### src/rtl/mux_scan_pkg.sv
// Shared constants and state type for the mux select scanner.
package mux_scan_pkg;

    localparam int unsigned N_CH  = 4;
    localparam int unsigned SEL_W = 2;

    typedef enum logic {
        IDLE  = 1'b0,
        GRANT = 1'b1
    } state_t;

endpackage

### src/rtl/rr_pick4.sv
// Round-robin picker: first requesting channel after ptr, wrapping back to ptr last.
module rr_pick4
    import mux_scan_pkg::*;
(
    input  logic [N_CH-1:0]  req,
    input  logic [SEL_W-1:0] ptr,
    output logic [SEL_W-1:0] idx,
    output logic             any
);

    logic [SEL_W-1:0] cand;

    // Scan offsets from farthest to nearest so the nearest requester wins.
    always_comb begin
        idx  = ptr;
        cand = '0;
        any  = |req;
        for (int k = N_CH; k >= 1; k--) begin
            cand = ptr + SEL_W'(k);
            if (req[cand]) begin
                idx = cand;
            end
        end
    end

endmodule

### src/rtl/mux_select_scanner.sv
// Round-robin scanner driving the select of a 4:1 mux with a programmable dwell.
module mux_select_scanner
    import mux_scan_pkg::*;
#(
    parameter int unsigned DWELL_W = 4
) (
    input  logic               clk,
    input  logic               reset,
    input  logic               enable,
    input  logic [N_CH-1:0]    req,
    input  logic [DWELL_W-1:0] dwell,
    input  logic               hold,
    output logic [SEL_W-1:0]   select,
    output logic               sel_valid,
    output logic               sample
);

    state_t             state_q, state_n;
    logic [DWELL_W-1:0] cnt_q, cnt_n;
    logic [SEL_W-1:0]   last_q, last_n;
    logic [SEL_W-1:0]   select_n;
    logic               valid_n;
    logic [SEL_W-1:0]   pick_idx;
    logic               pick_any;
    logic               regrant;
    logic [DWELL_W-1:0] dwell_ld;

    // In GRANT last equals select, so one picker serves both entry and re-pick.
    rr_pick4 u_pick (
        .req (req),
        .ptr (last_q),
        .idx (pick_idx),
        .any (pick_any)
    );

    // A dwell of zero behaves like a single-cycle grant.
    assign dwell_ld = (dwell == '0) ? DWELL_W'(1) : dwell;

    // Next-state, counter, select and sample strobe decode.
    always_comb begin
        state_n  = state_q;
        cnt_n    = cnt_q;
        last_n   = last_q;
        select_n = select;
        valid_n  = sel_valid;
        sample   = 1'b0;
        regrant  = 1'b0;

        case (state_q)
            IDLE: begin
                valid_n = 1'b0;
                if (enable && pick_any) begin
                    regrant = 1'b1;
                end
            end
            GRANT: begin
                if (!enable) begin
                    state_n = IDLE;
                    valid_n = 1'b0;
                end else if (!req[select]) begin
                    // Owner withdrew early: abort without a strobe.
                    if (pick_any) begin
                        regrant = 1'b1;
                    end else begin
                        state_n = IDLE;
                        valid_n = 1'b0;
                    end
                end else if (!hold) begin
                    if (cnt_q > DWELL_W'(1)) begin
                        cnt_n = cnt_q - DWELL_W'(1);
                    end else begin
                        sample  = 1'b1;
                        regrant = 1'b1;
                    end
                end
            end
            default: begin
                state_n = IDLE;
                valid_n = 1'b0;
            end
        endcase

        if (regrant) begin
            state_n  = GRANT;
            select_n = pick_idx;
            last_n   = pick_idx;
            cnt_n    = dwell_ld;
            valid_n  = 1'b1;
        end
    end

    // State and output registers.
    always_ff @(posedge clk or posedge reset) begin
        if (reset) begin
            state_q   <= IDLE;
            cnt_q     <= '0;
            last_q    <= SEL_W'(3);
            select    <= '0;
            sel_valid <= 1'b0;
        end else begin
            state_q   <= state_n;
            cnt_q     <= cnt_n;
            last_q    <= last_n;
            select    <= select_n;
            sel_valid <= valid_n;
        end
    end

endmodule
### config.mk
export PLATFORM = sky130hd
export DESIGN_NAME = mux_select_scanner
export DESIGN_NICKNAME = d
export VERILOG_FILES = /design/src/rtl/mux_scan_pkg.sv /design/src/rtl/rr_pick4.sv /design/src/rtl/mux_select_scanner.sv
export SDC_FILE = /design/constraint.sdc
export NUM_CORES = 1
export LEC_CHECK = 0
export ABC_AREA = 1
export CAP_MARGIN = 20
export CORE_MARGIN = 2
export CORE_UTILIZATION = 50
export DETAILED_ROUTE_END_ITERATION = 8
export PLACE_DENSITY = 0.76
export SLEW_MARGIN = 20
export SYNTH_ARGS = -nofsm -noshare
export SYNTH_HDL_FRONTEND = slang
export SYNTH_SLANG_ARGS = --single-unit
### constraint.sdc
create_clock -name clk -period 1.85 [get_ports clk]
set_input_delay 0.4625 -clock clk [delete_from_list [all_inputs] [get_ports clk]]
set_output_delay 0.4625 -clock clk [all_outputs]
set_load 0.02 [all_outputs]
==> After elaboration in Yosys (flattened, before gate mapping) <==
Cells that the tools add are included.
W data, S select, Z words.
{ "op_classes": {"add_sub_neg": 4, "n_lt_le_gt_ge": 5, "n_eq_ne": 3, "muxes": 37, "bitwise_logic": 1, "n_reduce_logical": 9} }
{ "op_table": {"columns": ["op", "n"], "rows": [
  ["$mux W4", 7],
  ["$mux W1", 21],
  ["$lt A2 B3 Y1 const B", 4],
  ["$bmux W1 S2", 4],
  ["$reduce_bool A2 Y1", 4],
  ["$mux W2", 3],
  ["$reduce_and A5 Y1", 1],
  ["$add A2 B2 Y2 const B", 2],
  ["$gt A4 B1 Y1 const B", 1],
  ["$logic_not A4 Y1", 1],
  ["$ne A4 B3 Y1 const B", 1],
  ["$ne A4 B4 Y1 const B", 1],
  ["$pmux W1 S2", 2],
  ["$reduce_or A4 Y1", 1],
  ["$sub A4 B1 Y4 const B", 1],
  ["$add A2 B1 Y2 const B", 1],
  ["$ne A2 B1 Y1 const B", 1],
  ["$reduce_and A2 Y1", 1],
  ["$logic_and A1 B1 Y1", 1],
  ["$not A1 Y1", 1]
]} }
{ "totals": {"regBits": 10, "inputBits": 12, "out_inout_bits": 4} }

==> Logic depth before layout (Yosys ltp) <==
{ "depth": {"ltp_word": 8, "mapped_depth": 13, "ltp_nobuf": 12} }

==> By module <==
Synthesis repeated with hierarchy kept, for this count alone.
{ "unflattened": {"cells_unflattened": 142, "area_unflattened_um2": 924.6} }
{ "by_module_without_submodules": {"columns": ["mod", "instances", "cells_per_inst", "area_per_inst_um2", "seq_area_each_um2"], "rows": [
  ["mux_select_scanner", 1, 99, 720.7, 252.7],
  ["rr_pick4", 1, 43, 203.9, 0.0]
]} }

==> Least setup slack after synthesis <==
OpenSTA, ideal clock, no wires.
{ "synth_timing": {"kind": "register -> output", "start": "register cnt_q[0]", "end": "output sample", "arrival_time_ns": 1.383, "slack_ns": 0.005, "path_stages_with_launch": 7, "path_buffers": 0, "cell_sequence": "dfrtp_1 inv_1 ha_1 inv_1 nand2_1 nand3_1 nor3b_1"} }
{ "synth_via": {"elab_chain_cells": 6} }
{ "synth_lines": {"columns": ["element", "line", "source"], "rows": [
  ["from (decl)", "mux_select_scanner.sv:19", "logic [DWELL_W-1:0] cnt_q, cnt_n;"],
  ["from (signal assigned)", "mux_select_scanner.sv:102", "cnt_q <= cnt_n;"],
  ["$gt A4 B1 Y1", "mux_select_scanner.sv:69", "if (cnt_q > DWELL_W'(1)) begin"],
  ["$mux W1", "mux_select_scanner.sv:69", null],
  ["$mux W1", "mux_select_scanner.sv:68", "end else if (!hold) begin"],
  ["$mux W1", "mux_select_scanner.sv:60", "end else if (!req[select]) begin"],
  ["$mux W1", "mux_select_scanner.sv:57", "if (!enable) begin"],
  ["$mux W1", "mux_select_scanner.sv:49", "case (state_q)"],
  ["to (decl)", "mux_select_scanner.sv:15", "output logic sample"]
]} }
Every way passes these cells.

==> Final worst setup path <==
{ "layout_timing": {"start": "input hold", "end": "output sample"} }
{ "layout_via": {"elab_chain_cells": 4} }
{ "layout_lines": {"columns": ["element", "line", "source"], "rows": [
  ["from (decl)", "mux_select_scanner.sv:12", "input logic hold,"],
  ["$mux W1", "mux_select_scanner.sv:68", null],
  ["$mux W1", "mux_select_scanner.sv:60", null],
  ["$mux W1", "mux_select_scanner.sv:57", null],
  ["$mux W1", "mux_select_scanner.sv:49", null]
]} }
Every way passes these cells.

==> flow_metrics.env <==
export IMPL_yosys_warnings=0
export IMPL_die_w_um=46.0
export IMPL_fin_crit_sh_pct=106
export IMPL_tightestPinTransition_ps=378
export IMPL_io_pins=16
export IMPL_clkTransAtPathRegs_ps=70
export IMPL_synth_edf_count=0
export IMPL_clock_sinks=10
export IMPL_fin_ws_ps=-106
export IMPL_firstDrtPassIters=4
export IMPL_syn_to_final_growth_pct=66.8
export IMPL_vias=1204
export IMPL_crit_start="hold"
export IMPL_diodes=0
export IMPL_reg2reg_from="cnt_q[0]"
export IMPL_ir_drop_mv=1.38
export IMPL_setup_violations=1
export IMPL_grt_max_degree=11
export IMPL_avgSynthCellArea_um2=6.29
export IMPL_synth_seq_area_share_pct=28.7
export IMPL_synthFlopType="dfrtp_1"
export IMPL_critPathCaptureType="primary output"
export IMPL_overflow=0
export IMPL_gp_congestion=0.834
export IMPL_async_flop_share_pct=100
export IMPL_slew_violations=0
export IMPL_violations="negative setup slack"
export IMPL_postPlaceCellArea_um2=1270
export IMPL_yosysUniqueCellTypes=24
export IMPL_layout_area_seq_um2=254
export IMPL_htreeDepth=1
export IMPL_drive_gt1_share_pct=39.1
export IMPL_cap_violations=0
export IMPL_period_needed_ps=1960
export IMPL_crit_arrival_ps=1490
export IMPL_fmax_mhz=511
export IMPL_leakage_nw=0.812
export IMPL_p_per_area_nw_per_um2=1610
export IMPL_start_kind="input pin"
export IMPL_drc=0
export IMPL_worstRegToRegCells=13
export IMPL_syn_inst=140
export IMPL_ys_ff_latch=10
export IMPL_critPathSlowestCell="clkdlybuf4s50_1"
export IMPL_start_util_pct=52.1
export IMPL_row_count=15
export IMPL_cts_tree="built"
export IMPL_critPathCapture="sample"
export IMPL_crit_required_ps=1390
export IMPL_via_per_inst=5.63
export IMPL_rsz0062_at_grt="true"
export IMPL_stdcell_area_um2=1470
export IMPL_antenna_found_initial=0
export IMPL_cts_hold_buf=0
export IMPL_routedWlPerCell_um=15.2
export IMPL_finalHoldViolations=0
export IMPL_insertion_delay_ps=270
export IMPL_relSlewSlack_pct=74.8
export IMPL_dieArea_um2=2110
export IMPL_synth_area_um2=881
export IMPL_multiInputGateArea_um2=594
export IMPL_worst_path_largest_cell_delay_ps=430
export IMPL_post_dp_hpwl_um=1720
export IMPL_first_iter_violations=75
export IMPL_status="complete, but fails checks"
export IMPL_cts_root_buf="clkbuf_4"
export IMPL_clock_skew_ps=2.73
export IMPL_nets=212
export IMPL_core_area_um2=1690
export IMPL_crit_chain="clkdlybuf4s50_1 > inv_1 > nand3_4 > nor3b_2 > buf_4"
export IMPL_grt_pass1_wl_um=4600
export IMPL_ant_nets=0
export IMPL_worstHoldPathType="input pin to asynchronous set/reset pin"
export IMPL_rrSetupSlack_ps=30
export IMPL_track_usage_pct=31.0
export IMPL_die_h_um=46.0
export IMPL_fin_setup_tns_ps=-106
export IMPL_cts_buffers=3
export IMPL_fillCellCount=81
export IMPL_worst_setup_path_type="input pin to primary output"
export IMPL_crit_fanout=2
export IMPL_clock_path_buffers=2
export IMPL_port_buffers=15
export IMPL_r2r_end="cnt_q[0]"
export IMPL_grt_pass1_vias=1092
export IMPL_drt_wl_total_um=3250
export IMPL_synthesis_nets=154
==> worst min-delay path by stage <==
stage / depth (start not counted) / end / slack, ps / from
6_report: 2 / select[1] / 460 / reset
5_1_grt: 2 / select[1] / 530 / reset
4_1_cts: 2 / select[1] / 460 / reset
3_5_place_dp: 2 / sel_valid / 470 / sel_valid
3_3_place_gp: 2 / sel_valid / 470 / sel_valid
2_1_floorplan: 1 / cnt_q[0] / 300 / reset
==> placed cells by master, fill, tap and decap left out, drive strengths merged, types with 2 or more instances in the layout <==
cell | synthesis | layout
buf | 2 | 41
clkbuf | 0 | 4
a21oi | 3 | 3
nand2 | 64 | 64
nor2 | 5 | 5
clkdlybuf4s50 | 0 | 8
dlygate4sd2 | 0 | 6
inv | 22 | 21
dfstp | 2 | 2
dfrtp | 8 | 8
ha | 2 | 2
o21ai | 2 | 2
nand3 | 25 | 25
==> where the power goes <==
part / switching (mW) / internal (mW)
registers: 0.122 / 0.339
logic: 0.920 / 0.787
clock network: 0.0777 / 0.120
==> cells by family (layout without fill, tap and decap cells) <==
kind of cell | Yosys count | in the layout | synth area share, %
compound gates | 6 | 6 | 4.26
flops | 10 | 10 | 28.7
buf+inv | 24 | 81 | 11.5
xor+xnor | 2 | 2 | 1.99
fa+ha+maj | 2 | 2 | 2.84
simple gates | 96 | 96 | 50.7
==> synth_stat cells, types with 2 or more instances <==
master / count / share of area, %
nand2_4: 2 / 2.6
nand2_2: 4 / 2.8
nor2_2: 3 / 2.1
inv_2: 3 / 1.3
dfrtp_1: 8 / 23
a21oi_1: 2 / 1.1
nor2_1: 2 / 0.85
ha_1: 2 / 2.8
nand3_1: 23 / 13
nand2_1: 58 / 25
dfstp_2: 2 / 6.0
inv_1: 18 / 7.7
nand3_2: 2 / 2.3
==> metal layers <==
| metal | vias up | GRT usage [%] | part of all wire, % |
|---|---|---|---|
| met4 | 0 | 19.4 | 4.4 |
| met5 | - | 0 | 0 |
| met2 | 76 | 48.6 | 47 |
| met3 | 19 | 4.37 | 8.0 |
| met1 | 554 | 39.7 | 41 |
| li1 | 555 | - | - |
==> per-stage QoR <==
stage	worst slack, ps	power (mW)	utilization [%]	instances	hold WS [ps]
after floorplan	4.84	1.22	-	140	301
after global placement	-596	1.65	75.0	199	467
after detailed placement	-616	1.70	75.0	199	468
after CTS	-53.3	2.06	82.1	212	461
after global routing	-149	2.56	87.0	214	525
final	-106	2.37	87.0	214	461
==> area by class of cell <==
type | instances | share of cell area, %
Clock buffer | 4 | 2.47
Inverter | 22 | 6.47
Multi-Input combinational cell | 106 | 40.5
Timing Repair Buffer | 55 | 31.9
Sequential cell | 10 | 17.3
Tap cell | 17 | 1.45
==> registers in the layout, indices dropped and copies added (netlist names) <==
name,cells
sel_valid,1
select,2
last_q,2
state_q,1
cnt_q,4
==> repair_timing <==
| action | CTS | global route |
|---|---|---|
| pin swaps | 2 | 8 |
| endpoints found under the setup margin | 3 | 9 |
| buffers inserted | 9 | 4 |
| resized for setup | 20 | 16 |
==> worst max-delay path, delay by kind of cell <==
| kind | cells | cell delay [ps] |
|---|---|---|
| buffers and inverters | 3 | 750 |
| AND/OR/NAND/NOR | 2 | 270 |
Power figures use the tool's default switching activity.
